===== config.mk =====
export PLATFORM = sky130hd
export DESIGN_NAME = gps_lbll_key_loader
export DESIGN_NICKNAME = d
export VERILOG_FILES = /design/src/rtl/gps_lbll_key_loader.sv
export SDC_FILE = /design/constraint.sdc
export NUM_CORES = 1
export LEC_CHECK = 0
export CAP_MARGIN = 5
export CORE_ASPECT_RATIO = 0.8
export CORE_MARGIN = 2
export CORE_UTILIZATION = 57
export CTS_BUF_LIST = sky130_fd_sc_hd__clkbuf_4
export CTS_CLUSTER_DIAMETER = 80
export DETAILED_ROUTE_END_ITERATION = 7
export PLACE_DENSITY = 0.82
export SLEW_MARGIN = 40
export SYNTH_ARGS = -nofsm -noshare
export SYNTH_HDL_FRONTEND = slang
export SYNTH_SLANG_ARGS = --single-unit
export TNS_END_PERCENT = 100

===== constraint.sdc =====
create_clock -name sys_clk_50 -period 27 [get_ports sys_clk_50]
set_clock_uncertainty 0.05 [all_clocks]
set_input_delay 5.4 -clock sys_clk_50 [delete_from_list [all_inputs] [get_ports sys_clk_50]]
set_output_delay 5.4 -clock sys_clk_50 [all_outputs]
set_load 0.02 [all_outputs]

===== src/rtl/gps_lbll_key_loader.sv =====
// Key-delivery front end for the locked GPS core: collects the key as a byte stream, verifies an
// XOR checksum byte, and commits the whole key to lbll_key in a single cycle.
module gps_lbll_key_loader #(
  parameter int unsigned NBITS   = 256,
  parameter int unsigned TIMEOUT = 1024
) (
  input  logic             sys_clk_50,
  input  logic             sync_rst_in,
  input  logic             start,
  input  logic [7:0]       byte_in,
  input  logic             byte_valid,
  output logic             byte_ready,
  output logic [NBITS-1:0] lbll_key,
  output logic             key_valid,
  output logic             key_error,
  output logic             busy
);

  localparam int unsigned NBYTES = NBITS / 8;
  localparam int unsigned CntW   = (NBYTES > 1) ? $clog2(NBYTES) : 1;
  localparam int unsigned TmoW   = (TIMEOUT > 1) ? $clog2(TIMEOUT) : 1;
  localparam logic [CntW-1:0] LastCnt = CntW'(NBYTES - 1);
  localparam logic [TmoW-1:0] TmoLast = TmoW'(TIMEOUT - 1);

  typedef enum logic [1:0] {StIdle, StShift, StCheck} state_e;

  state_e           state_q, state_d;
  logic [NBITS-1:0] shift_q, shift_d;
  logic [NBITS-1:0] key_q, key_d;
  logic [CntW-1:0]  count_q, count_d;
  logic [TmoW-1:0]  tmo_q, tmo_d;
  logic [7:0]       csum_q, csum_d;
  logic             key_valid_q, key_valid_d;
  logic             key_error_q, key_error_d;
  logic             accept;

  assign byte_ready = (state_q != StIdle);
  assign busy       = byte_ready;
  assign accept     = byte_valid & byte_ready;
  assign lbll_key   = key_q;
  assign key_valid  = key_valid_q;
  assign key_error  = key_error_q;

  always_comb begin
    state_d     = state_q;
    shift_d     = shift_q;
    key_d       = key_q;
    count_d     = count_q;
    tmo_d       = tmo_q;
    csum_d      = csum_q;
    key_valid_d = key_valid_q;
    key_error_d = key_error_q;

    unique case (state_q)
      StIdle: begin
        if (start) begin
          state_d     = StShift;
          shift_d     = '0;
          count_d     = '0;
          csum_d      = '0;
          tmo_d       = '0;
          key_error_d = 1'b0;
        end
      end
      StShift: begin
        if (accept) begin
          // Truncating cast drops the oldest byte; also valid when NBITS == 8.
          shift_d = NBITS'({shift_q, byte_in});
          csum_d  = csum_q ^ byte_in;
          count_d = count_q + 1'b1;
          tmo_d   = '0;
          if (count_q == LastCnt) begin
            state_d = StCheck;
          end
        end else if (tmo_q == TmoLast) begin
          state_d     = StIdle;
          key_error_d = 1'b1;
        end else begin
          tmo_d = tmo_q + 1'b1;
        end
      end
      StCheck: begin
        if (accept) begin
          state_d = StIdle;
          tmo_d   = '0;
          if (byte_in == csum_q) begin
            key_d       = shift_q;
            key_valid_d = 1'b1;
          end else begin
            key_error_d = 1'b1;
          end
        end else if (tmo_q == TmoLast) begin
          state_d     = StIdle;
          key_error_d = 1'b1;
        end else begin
          tmo_d = tmo_q + 1'b1;
        end
      end
      default: state_d = StIdle;
    endcase
  end

  always_ff @(posedge sys_clk_50 or posedge sync_rst_in) begin
    if (sync_rst_in) begin
      state_q     <= StIdle;
      shift_q     <= '0;
      key_q       <= '0;
      count_q     <= '0;
      tmo_q       <= '0;
      csum_q      <= '0;
      key_valid_q <= 1'b0;
      key_error_q <= 1'b0;
    end else begin
      state_q     <= state_d;
      shift_q     <= shift_d;
      key_q       <= key_d;
      count_q     <= count_d;
      tmo_q       <= tmo_d;
      csum_q      <= csum_d;
      key_valid_q <= key_valid_d;
      key_error_q <= key_error_d;
    end
  end

endmodule


==> impl_metrics.csv <==
group,metric,value,unit
status,outcome,"completed",
yosys,ys_seq_area_frac,0.647,
yosys,synth_top_family_by_area,"multiplexers",
yosys,synth-edff-count,0,
floorplanning,die_w,218,microns
floorplanning,die-area,38100,sq um
clock_tree,cts-resized-gates,0,
yosys,synthTopCellsByArea,"dfrtp_1, mux2_4, a22o_1",
floorplanning,pin_count,272,
routing,viasPerCell,5.71,
timing,report.final.slew_viol_count,0,
clock_tree,path_clk_slew,70,ps
routing,wl_met2,21200,microns
global_route,grt.total_usage,0.245,
routing,drtAntennaViolNets,0,
routing,top_layer,"met4",
yosys,synth-simple-area-share,0.0202,
yosys,ys_ff_latch,539,
global_route,first_global_vias,12900,
setup_path,critical_path_class,"in2reg",
routing,first_pass_iters,5,
yosys,ys_warn_count,0,
cells_and_area,area_growth,21.5,%
global_route,grt_pass1_wl,73300,microns
floorplanning,num_rows,62,
timing,hold_violations,0,
placed_design,portBuffers,271,
yosys,synthAdderAreaFrac,0.00420,
yosys,synth_cell_types,47,
run,cap_violations,0,
yosys,synth.net_count,1314,
timing,finalCriticalPeriod,7950,ps
placed_design,dp_hpwl,27600,microns
clock_tree,root_buffer,"clkbuf_4",
pwr,ir_drop,82.9,uV
timing,tightestPinTransition,847,ps
yosys,synth_largest_area_cell,"dfrtp_1",
routing,drc_errors,0,
clock_tree,hold_buffers,0,
yosys,synth_top_area_frac,0.647,
yosys,synth_common_cells,"dfrtp_1, a22o_1, mux2_4, mux2_2, clkbuf_1",
timing,max_freq,126,MHz
clock_tree,cts_buffer_depth,3,
clock_tree,clock_latency,810,ps
yosys,synthXorXnorAreaFrac,0.00336,
yosys,synthesis.area,20800,sq um
routing,totalWireLength,45100,microns
setup_path,cp.arrival,8550,ps
clock_tree,post-cts-setup-buffers,0,
yosys,syn_avg_cell_area,16.1,sq um
clock_tree,clock-sinks,539,
clock_tree,tritoncts,"done",
cells_and_area,drive_above_1_share,0.276,
yosys,synthCells,1295,
timing,setup_viol,0,
pwr,power.leakage,12.8,nW
global_route,grt_max_degree,130,
placed_design,place.gp.congestion,0.799,
yosys,synth_compound_area_frac,0.121,
floorplanning,die_height,175,microns
setup_path,crit_path_max_fanout,59,
global_route,antenna_found_initial,2,
routing,route.met3.wl,2550,microns
timing,fin_crit_sh,0.295,
yosys,synth_flop_cell,"dfrtp_1",
routing,m1WireLength,20800,microns
setup_path,cp-start-kind,"input pin",
routing,wl_per_cell,20.8,microns
floorplanning,initial_core_util,0.579,
setup_path,required,27600,ps
global_route,grt-ovfl-total,0,
worst_hold_path,hp-class,"reg2reg",
timing,slew_headroom,0.435,
pwr,power_density,67.3,nW/um^2
timing,fin_setup_tns,0,ps
floorplanning,coreArea,36000,sq um
timing,rsz0062_at_grt,"no",
clock_tree,cts.htree.levels,4,
routing,vias,12400,
setup_path,crit_path_end_kind,"flip-flop",
yosys,yosysMostFrequentCell,"dfrtp_1",
cells_and_area,fin_util,0.703,
cells_and_area,final_nets,1642,
routing,drt_iter0_markers,981,
clock_tree,cts_buffers,130,
yosys,synthMuxAreaShare,0.175,
yosys,synth-async-reset-ratio,1.00,
[metrics by stage]
step | cell area (sq um) | hold slack [ps] | power [mW] | std cells | worst slack (ps)
2_1_floorplan | 20800 | 416 | 1.03 | 1295 | 6480
3_3_place_gp | 23700 | 399 | 1.08 | 1969 | 17820
3_5_place_dp | 23800 | 421 | 1.08 | 1970 | 18270
4_1_cts | 25300 | 434 | 1.72 | 2171 | 19060
5_1_grt | 25300 | 448 | 1.79 | 2174 | 18970
6_report | 25300 | 441 | 1.70 | 2174 | 19050
[path summary, 6_finish.rpt]
| path | endpoint | slack, ps | cells after the start | from |
|---|---|---|---|---|
| setup / recovery | lbll_key[8]$_DFFE_PP0P_ | 19050 | 7 | byte_valid |
| hold / removal | key_valid$_DFFE_PP0P_ | 440 | 1 | key_valid$_DFFE_PP0P_ |
| setup reg to reg | lbll_key[8]$_DFFE_PP0P_ | 23390 | 8 | state_q[0]$_DFFE_PP0P_ |
| hold reg to reg | key_valid$_DFFE_PP0P_ | 440 | 1 | key_valid$_DFFE_PP0P_ |
| max in group asynchronous | shift_q[82]$_DFFE_PP0P_ | 19860 | 4 | sync_rst_in |
| min in group asynchronous | shift_q[32]$_DFFE_PP0P_ | 5070 | 2 | sync_rst_in |
[final cells by class]
class                      count  area [sq um]
multi-input combinational    658          6760
antenna                        2          5.00
inverter                       8          42.5
timing repair buffer         286          2920
clock inverter                18           121
fill                        2375         10700
tap                          480           601
clock buffer                 183          1370
sequential                   539         13500
[cell usage in the layout, fill, tap and decap left out, types with 2 or more instances in the layout]
cell type	synthesis	final
o21ai_0	23	23
a21oi_1	9	9
clkinv_1	0	13
nand3_1	5	5
nor3_1	4	3
o31ai_1	4	4
nand2_1	33	33
buf_6	24	8
diode_2	0	2
clkbuf_8	0	2
or4_1	3	3
dfrtp_1	539	539
xnor2_1	8	8
nor2_1	14	13
clkdlybuf4s50_1	0	271
inv_1	8	7
buf_4	1	2
mux2_4	200	200
mux2_2	56	56
buf_16	0	2
nand2b_1	6	6
nand4_1	2	2
bufinv_16	0	2
or3_1	6	5
clkbuf_4	0	183
nor2b_1	2	2
ha_1	7	7
a211oi_1	3	2
a22o_1	251	251
inv_2	0	2
[worst max-delay path, stage by stage]
cell             delay, ps
clkdlybuf4s50_1        500
nor2b_4                180
nand3_1                140
or3_4                  510
buf_6                  710
buf_6                  670
mux2_4                 350
[routing by layer]
metal | global-route usage | vias to the layer above
li1 | - | 5489
met1 | 0.358 | 6526
met2 | 0.360 | 353
met3 | 0.0654 | 40
met4 | 0.0777 | 0
met5 | 0 | -
[state kept, by name (all words and copies together) (netlist names)]
register	flops
key_valid	1
count_q	5
key_error	1
tmo_q	10
csum_q	8
lbll_key	256
state_q	2
shift_q	256
[logic make-up (layout without fill, tap and decap cells)]
logic type               after synthesis  count (layout)
flip-flops                           539             539
XOR/XNOR                               8               8
adder cells (fa/ha/maj)                7               7
AO/OA/AOI/OAI                        302             302
multiplexers                         257             257
buffers and inverters                 98             495
AND/OR/NAND/NOR                       84              84
other                                  0               2
[power by group]
| part | internal, mW | total (mW) | switching (mW) |
|---|---|---|---|
| clock | 0.327 | 0.629 | 0.303 |
| sequential | 0.827 | 0.846 | 0.0186 |
| combinational | 0.0551 | 0.229 | 0.173 |
| total | 1.21 | 1.70 | 0.495 |
No activity file was read; power rests on OpenSTA's default activity.
